### config.mk
export PLATFORM = sky130hd
export DESIGN_NAME = i2c_txn_arbiter
export DESIGN_NICKNAME = d
export VERILOG_FILES = /design/src/rtl/i2c_txn_arbiter_pkg.sv /design/src/rtl/i2c_txn_arbiter_rr.sv /design/src/rtl/i2c_txn_arbiter.sv
export SDC_FILE = /design/constraint.sdc
export NUM_CORES = 1
export LEC_CHECK = 0
export CAP_MARGIN = 10
export CORE_UTILIZATION = 35
export CTS_BUF_LIST = sky130_fd_sc_hd__clkbuf_4
export CTS_CLUSTER_DIAMETER = 60
export DETAILED_ROUTE_END_ITERATION = 8
export PLACE_DENSITY = 0.72
export RECOVER_POWER = 25
export SETUP_SLACK_MARGIN = 0.02
export SLEW_MARGIN = 10
export SYNTH_ARGS = -nofsm -noshare
export SYNTH_HDL_FRONTEND = slang
export SYNTH_SLANG_ARGS = --single-unit
export TNS_END_PERCENT = 100
### constraint.sdc
create_clock -name clk_notdivided -period 3.1 [get_ports clk_notdivided]
set_input_delay 0.31 -clock clk_notdivided [delete_from_list [all_inputs] [get_ports clk_notdivided]]
set_output_delay 0.31 -clock clk_notdivided [all_outputs]
set_load 0.01 [all_outputs]
### src/rtl/i2c_txn_arbiter_pkg.sv
// i2c_pkg: master state codes, controller FSM states, status snapshot type and watchdog width
// shared by the I2C transaction arbiter and its round-robin picker.
package i2c_pkg;

    localparam logic [3:0] MS_IDLE      = 4'd0;
    localparam logic [3:0] MS_WAIT_ACK1 = 4'd4;
    localparam logic [3:0] MS_WAIT_ACK2 = 4'd6;
    localparam logic [3:0] MS_RECEIVE   = 4'd7;
    localparam logic [3:0] MS_STOP      = 4'd8;
    localparam logic [3:0] MS_ERROR     = 4'd9;

    localparam int TO_W = 16;

    typedef enum logic [2:0] {
        ST_IDLE,
        ST_ARB,
        ST_LAUNCH,
        ST_XFER,
        ST_DONE
    } ctrl_state_e;

    typedef struct packed {
        logic       busy;
        logic       err;
        logic       succ;
        logic [7:0] rdata;
        logic [3:0] mstate;
    } mst_t;

    function automatic int idx_w(input int n);
        return (n > 1) ? $clog2(n) : 1;
    endfunction

endpackage

### src/rtl/i2c_txn_arbiter_rr.sv
// i2c_rr_arbiter: combinational round-robin pick of the first request at or after ptr,
// wrapping, as a one-hot grant plus its index.
import i2c_pkg::*;
module i2c_rr_arbiter #(
    parameter int NREQ = 4,
    parameter int IW   = 2
) (
    input  logic [NREQ-1:0] req,
    input  logic [IW-1:0]   ptr,
    output logic [NREQ-1:0] gnt_oh,
    output logic [IW-1:0]   gnt_idx,
    output logic            gnt_any
);

    logic [IW-1:0] cur;

    always_comb begin
        gnt_oh  = '0;
        gnt_idx = '0;
        gnt_any = 1'b0;
        cur     = ptr;
        for (int k = 0; k < NREQ; k++) begin
            if (!gnt_any && req[cur]) begin
                gnt_any     = 1'b1;
                gnt_idx     = cur;
                gnt_oh[cur] = 1'b1;
            end
            cur = (cur == IW'(NREQ - 1)) ? '0 : cur + IW'(1);
        end
    end

endmodule

### src/rtl/i2c_txn_arbiter.sv
// i2c_txn_arbiter: shares one single-byte I2C master between NREQ requesters, round-robin.
// Define I2C_ARB_TIMEOUT_EN to add a watchdog that aborts LAUNCH/XFER after TIMEOUT_CYC cycles.
import i2c_pkg::*;
module i2c_txn_arbiter #(
    parameter int NREQ        = 4,
    parameter int MAX_LEN     = 4,
    parameter int TIMEOUT_CYC = 65535
) (
    input  logic                      clk_notdivided,
    input  logic                      rst_n,
    input  logic [NREQ-1:0]           req_valid,
    input  logic [NREQ-1:0]           req_rnw,
    input  logic [7*NREQ-1:0]         req_addr,
    input  logic [2*NREQ-1:0]         req_len,
    input  logic [8*MAX_LEN*NREQ-1:0] req_wdata,
    output logic [NREQ-1:0]           req_ready,
    output logic [NREQ-1:0]           rsp_valid,
    output logic                      rsp_err,
    output logic [7:0]                rsp_rdata,
    output logic                      m_start_o,
    output logic                      m_stop_o,
    output logic                      m_rnw_o,
    output logic [6:0]                m_addr_o,
    output logic [7:0]                m_data_o,
    input  logic                      m_busy_i,
    input  logic                      m_error_i,
    input  logic                      m_success_i,
    input  logic [7:0]                m_rdata_i,
    input  logic [3:0]                m_state_i
);

    localparam int IW = idx_w(NREQ);
    localparam int DW = 8 * MAX_LEN;

    ctrl_state_e     state_q, state_d;
    logic [IW-1:0]   ptr_q, ptr_d;
    logic [NREQ-1:0] gnt_q, gnt_d;
    logic            rnw_q, rnw_d;
    logic [6:0]      addr_q, addr_d;
    logic [1:0]      len_q, len_d;
    logic [1:0]      byte_idx_q, byte_idx_d;
    logic [DW-1:0]   wdata_q, wdata_d;
    logic [7:0]      rdata_q, rdata_d;
    logic            err_q, err_d;
    mst_t            mst_q, mst_d;
    logic [2:0]      prv_q, prv_d;

    logic [NREQ-1:0] gnt_oh;
    logic [IW-1:0]   gnt_idx;
    logic            gnt_any;
    logic            in_arb, launch, xfer, done, take, to_hit;
    logic            err_rise, succ_rise, ack2_rise;

    i2c_rr_arbiter #(.NREQ(NREQ), .IW(IW)) u_rr (
        .req     (req_valid),
        .ptr     (ptr_q),
        .gnt_oh  (gnt_oh),
        .gnt_idx (gnt_idx),
        .gnt_any (gnt_any)
    );

    assign in_arb    = (state_q == ST_ARB);
    assign launch    = (state_q == ST_LAUNCH);
    assign xfer      = (state_q == ST_XFER);
    assign done      = (state_q == ST_DONE);
    assign take      = in_arb && gnt_any;
    // Edges compare the registered status with its one-cycle-older copy.
    assign err_rise  = mst_q.err && !prv_q[2];
    assign succ_rise = mst_q.succ && !prv_q[1];
    assign ack2_rise = (mst_q.mstate == MS_WAIT_ACK2) && !prv_q[0];

`ifdef I2C_ARB_TIMEOUT_EN
    logic [TO_W-1:0] cnt_q, cnt_d;

    always_comb cnt_d = in_arb ? '0 : ((launch || xfer) ? cnt_q + TO_W'(1) : cnt_q);

    always_ff @(posedge clk_notdivided or negedge rst_n) begin
        if (!rst_n) cnt_q <= '0;
        else        cnt_q <= cnt_d;
    end

    assign to_hit = (launch || xfer) && (cnt_q == TO_W'(TIMEOUT_CYC));
`else
    logic [TO_W-1:0] unused_to;

    assign unused_to = TO_W'(TIMEOUT_CYC);
    assign to_hit    = 1'b0;
`endif

    always_ff @(posedge clk_notdivided or negedge rst_n) begin
        if (!rst_n) state_q <= ST_IDLE;
        else        state_q <= state_d;
    end

    always_comb begin
        state_d = state_q;
        case (state_q)
            ST_IDLE:   state_d = |req_valid ? ST_ARB : ST_IDLE;
            ST_ARB:    state_d = gnt_any ? ST_LAUNCH : ST_IDLE;
            ST_LAUNCH: state_d = to_hit ? ST_DONE : (mst_q.busy ? ST_XFER : ST_LAUNCH);
            ST_XFER:   state_d = (to_hit || err_rise || succ_rise) ? ST_DONE : ST_XFER;
            default:   state_d = ST_IDLE;
        endcase
    end

    always_comb begin
        mst_d      = '{busy: m_busy_i, err: m_error_i, succ: m_success_i,
                       rdata: m_rdata_i, mstate: m_state_i};
        prv_d      = {mst_q.err, mst_q.succ, mst_q.mstate == MS_WAIT_ACK2};
        ptr_d      = ptr_q;
        gnt_d      = gnt_q;
        rnw_d      = rnw_q;
        addr_d     = addr_q;
        len_d      = len_q;
        wdata_d    = wdata_q;
        byte_idx_d = byte_idx_q;
        rdata_d    = rdata_q;
        err_d      = err_q;
        if (take) begin
            gnt_d      = gnt_oh;
            ptr_d      = (gnt_idx == IW'(NREQ - 1)) ? '0 : gnt_idx + IW'(1);
            rnw_d      = req_rnw[gnt_idx];
            addr_d     = 7'(req_addr >> (7 * int'(gnt_idx)));
            len_d      = 2'(req_len >> (2 * int'(gnt_idx)));
            wdata_d    = DW'(req_wdata >> (DW * int'(gnt_idx)));
            byte_idx_d = '0;
            rdata_d    = '0;
            err_d      = 1'b0;
        end
        if (xfer && !rnw_q && ack2_rise && byte_idx_q != len_q)
            byte_idx_d = byte_idx_q + 2'd1;
        if (xfer && rnw_q && succ_rise && !err_rise)
            rdata_d = mst_q.rdata;
        if (to_hit || (xfer && err_rise))
            err_d = 1'b1;
    end

    always_ff @(posedge clk_notdivided or negedge rst_n) begin
        if (!rst_n) begin
            ptr_q      <= '0;
            gnt_q      <= '0;
            rnw_q      <= 1'b0;
            addr_q     <= '0;
            len_q      <= '0;
            wdata_q    <= '0;
            byte_idx_q <= '0;
            rdata_q    <= '0;
            err_q      <= 1'b0;
            mst_q      <= '0;
            prv_q      <= '0;
        end else begin
            ptr_q      <= ptr_d;
            gnt_q      <= gnt_d;
            rnw_q      <= rnw_d;
            addr_q     <= addr_d;
            len_q      <= len_d;
            wdata_q    <= wdata_d;
            byte_idx_q <= byte_idx_d;
            rdata_q    <= rdata_d;
            err_q      <= err_d;
            mst_q      <= mst_d;
            prv_q      <= prv_d;
        end
    end

    // During ARB the command is shown straight from the grant mux so it is valid from ARB on.
    always_comb begin
        req_ready = in_arb ? gnt_oh : '0;
        rsp_valid = done ? gnt_q : '0;
        rsp_err   = done && err_q;
        rsp_rdata = done ? rdata_q : '0;
        m_start_o = launch && !mst_q.busy && !to_hit;
        m_stop_o  = to_hit || (xfer && !rnw_q && byte_idx_q == len_q);
        m_rnw_o   = in_arb ? rnw_d : ((state_q != ST_IDLE) && rnw_q);
        m_addr_o  = in_arb ? addr_d : ((state_q != ST_IDLE) ? addr_q : '0);
        m_data_o  = (xfer && !rnw_q) ? 8'(wdata_q >> {byte_idx_q, 3'b000}) : '0;
    end

endmodule

==> flow_summary.toml <==
[outcome]
outcome = "finished, violations left"
violations = "max-capacitance violations, max-slew violations, negative setup slack"

[synth]
syn_inst = 552
synth_xor_area_share_pct = 0.338
syn-num-nets = 748
synthMuxAreaShare_pct = 7.81
synth.area.top_cells = "dfrtp_1 (39%), nand2_1 (7.0%), a211oi_2 (4.6%)"
syn_area_sq_um = 5190
ys_seq_elements = 80
synth_top_family_by_area = "compound AO/OA/AOI/OAI gates"
synth_area_per_cell_sq_um = 9.40
ys_warn_count = 0
synth_cell_types = 54
synth_top_area_cell = "dfrtp_1"
synth_top_area_share_pct = 38.6
synth_simple_gate_area_share_pct = 18.3
post_synth_fa_ha_maj_area_fraction_pct = 1.69
yosysSeqAreaShare_pct = 38.6
synth-compound-area-share_pct = 26.2

[setup_path]
cp_cell_sequence = "buf_6, buf_6, mux4_2, a21oi_2, o21ai_1, a222oi_1, o21a_4, buf_12, mux2i_4, nand2_1, buf_2"
critPathTopFamily = "compound AO/OA/AOI/OAI gates"
cp_common_cell = "buf_6"
worstPathRequired_ns = 2.79
cp.arrival_ns = 3.22
crit_fanout = 5
cpMaxStageDelayCell = "mux4_2"
crit_buf_inv = 4
critPathCaptureType = "output pin"
max_stage_delay_ns = 0.60
r2r_slack_ns = -0.36
crit_path_start_kind = "flip-flop"
crit_type = "reg -> out"

[clock_tree]
cts_tree = "done"
clk_path_buf_depth = 2
clk_latency_ns = 0.47
cts_buffers = 9
root_buffer = "clkbuf_4"
clk_pin_slew_ns = 0.15
cts-htree-levels = 3
clock_sinks = 80

[placed_design]
dpl-instance-area_sq_um = 7930
dp_hpwl_um = 13700
io_buffer_count = 223
place.gp.congestion = 0.906
dp_worst_setup_slack_ns = -0.588

[route]
detail-route-antenna-nets = 0
vias = 5873
drtIter0Drc = 313
routed_via_density = 5.49
dr.pass1.iters = 4
wl_per_cell_um = 19.3
route.detailed.drc = 0
drt-total-wl_um = 20700

[timing]
maxSlewHeadroom_pct = -3.29
rsz0062_at_grt = "yes"
setup_violations = 50
fin_ws_ns = -0.433
drv_slew = 63
min_period_ns = 3.53
worst_slew_pin_slew_ns = 1.55
tns_ns = -15.03
post-route-period-util_pct = 114
fin_skew_ns = 0.0228
fmax_ghz = 0.283
finalHoldViolCount = 0

[floorplanning]
die_h_um = 124
core_sq_um = 14500
rows = 44
die_w_um = 124
dieArea_sq_um = 15300
io_pins = 224
initial_core_util_pct = 35.8

[cells_and_area]
layout-drive-gt1-share_pct = 31.1
nFillCells = 1136
stdcell_area_sq_um = 9380
synthToLayoutAreaGrowth_pct = 80.8
nets = 1075

[pwr]
ir_worst_vdd_mv = 0.641
p_leak_nw = 3.85
finalPower_mw = 9.63
powerDensity_nw_per_um2 = 1030

[grt]
track_usage_pct = 26.3
grt_start_max_net_pins = 63
antenna_found_initial = 0
grt_overflow = 0
grt_first_pass_wirelength_um = 30100
grt_pass1_vias = 5751

[worst_hold_path]
hp-class = "in -> reg"

[job]
max-cap-violations = 1
metrics by stage:
stage,cells,util [%],hold slack (ns)
after floorplan,552,-,0.0144
after global placement,970,54.8,0.381
after detailed placement,970,54.8,0.382
after CTS,1045,61.0,0.241
after global routing,1067,64.7,0.353
final,1069,64.8,0.372
cell usage after synthesis (all sizes together):
| master | n |
|---|---|
| nand2 | 97 |
| dfrtp | 80 |
| a21oi | 45 |
| nor3 | 43 |
| buf | 39 |
| a211oi | 36 |
| o32ai | 34 |
| inv | 23 |
| o21ai | 16 |
| o2bb2ai | 16 |
| mux2i | 15 |
| nor2 | 14 |
| and2 | 13 |
| clkbuf | 11 |
| mux4 | 10 |
| nor2b | 10 |
| ha | 7 |
| nand2b | 5 |
| a21o | 4 |
| a222oi | 4 |
| nand3 | 3 |
| nor4 | 3 |
| mux2 | 2 |
| or2 | 2 |
| or3 | 2 |
| xnor2 | 2 |
| a211o | 1 |
| a221oi | 1 |
| a311oi | 1 |
| a31oi | 1 |
| and3 | 1 |
| nand3b | 1 |
| nand4b | 1 |
| nor3b | 1 |
| nor4b | 1 |
| nor4bb | 1 |
| o211ai | 1 |
| o21a | 1 |
| o21bai | 1 |
| o221ai | 1 |
| o311ai | 1 |
| o31ai | 1 |
final timing paths:
kind                               from     endpoint  cells past startpoint
max reg2reg                    ptr_q[1]  wdata_q[14]                     17
max in group asynchronous         rst_n   rdata_q[6]                      3
min                        req_wdata[9]   wdata_q[9]                      3
min in group asynchronous         rst_n  wdata_q[13]                      2
max                            ptr_q[1]  m_addr_o[5]                     11
min reg2reg                   mst_q[13]     prv_q[2]                      0
flip-flops by register name, indices dropped and copies added (netlist names):
signal	count
addr_q	7
byte_idx_q	2
err_q	1
gnt_q	4
len_q	2
mst_q	15
prv_q	3
ptr_q	2
rdata_q	8
rnw_q	1
state_q	3
wdata_q	32
placed cells by master (no fill, tap or decap), types with 5 or more instances in the layout:
cell type        count
dlygate4sd3_1       16
buf_2               12
buf_4               82
a211oi_2            27
mux2i_1              7
a211oi_1             9
mux2i_4              5
o32ai_1             14
nor3_1              40
clkbuf_4             9
ha_1                 5
nand2b_1             5
mux4_2              10
buf_12              13
o21ai_0             11
and2_1              13
clkdlybuf4s50_1    195
nor2_1              12
a21oi_1             42
buf_6               36
o32ai_2             19
inv_1               20
o2bb2ai_2            8
dfrtp_1             80
nor2b_1              9
nand2_1             93
worst reg2reg max path: stages, from the launching register on:
cell	delay, ns
dfrtp_1	0.43
buf_6	0.13
buf_6	0.10
mux4_2	0.60
a21oi_2	0.16
o21ai_1	0.08
a222oi_1	0.39
buf_4	0.20
buf_4	0.09
buf_4	0.08
buf_4	0.09
buf_4	0.09
buf_4	0.10
o21ai_4	0.10
buf_6	0.15
buf_16	0.13
o32ai_1	0.37
a211oi_2	0.05
routing by layer:
layer / up-vias / wire, um / global-route usage (%)
met1: 2909 / 8590 / 34.4
met3: 50 / 1040 / 5.08
met4: 0 / 722 / 10.5
met2: 215 / 10300 / 42.6
met5: - / 0 / 0
li1: 2699 / - / -
power breakdown:
part	switching (mW)	leakage [nW]	internal, mW
registers	0.342	0.949	1.43
logic	3.44	2.83	3.78
clock network	0.391	0.0715	0.238
area by class of cell:
class / count / area (sq um) / area share [%]
repair buffers: 362 / 3610 / 38.5
multi-input cells: 403 / 3320 / 35.4
flip-flops and latches: 80 / 2000 / 21.3
well taps: 184 / 230 / 2.45
inverters: 23 / 86.3 / 0.920
clock buffers: 9 / 67.6 / 0.720
clock inverters: 6 / 61.3 / 0.654
diodes: 2 / 5.00 / 0.0534
cells by family after synthesis:
family	Yosys count
xor+xnor	2
flops	80
mux	27
compound gates	165
buf+inv	73
fa+ha+maj	7
simple gates	198
repair_timing:
action	CTS	global route
pin swaps	16	22
gates resized for setup	95	70
setup buffers	53	24
gates cloned	7	2
hold buffers	1	0
endpoints found under the setup margin	36	51
endpoints found under the hold margin	60	0
No activity file was read; power rests on OpenSTA's default activity.
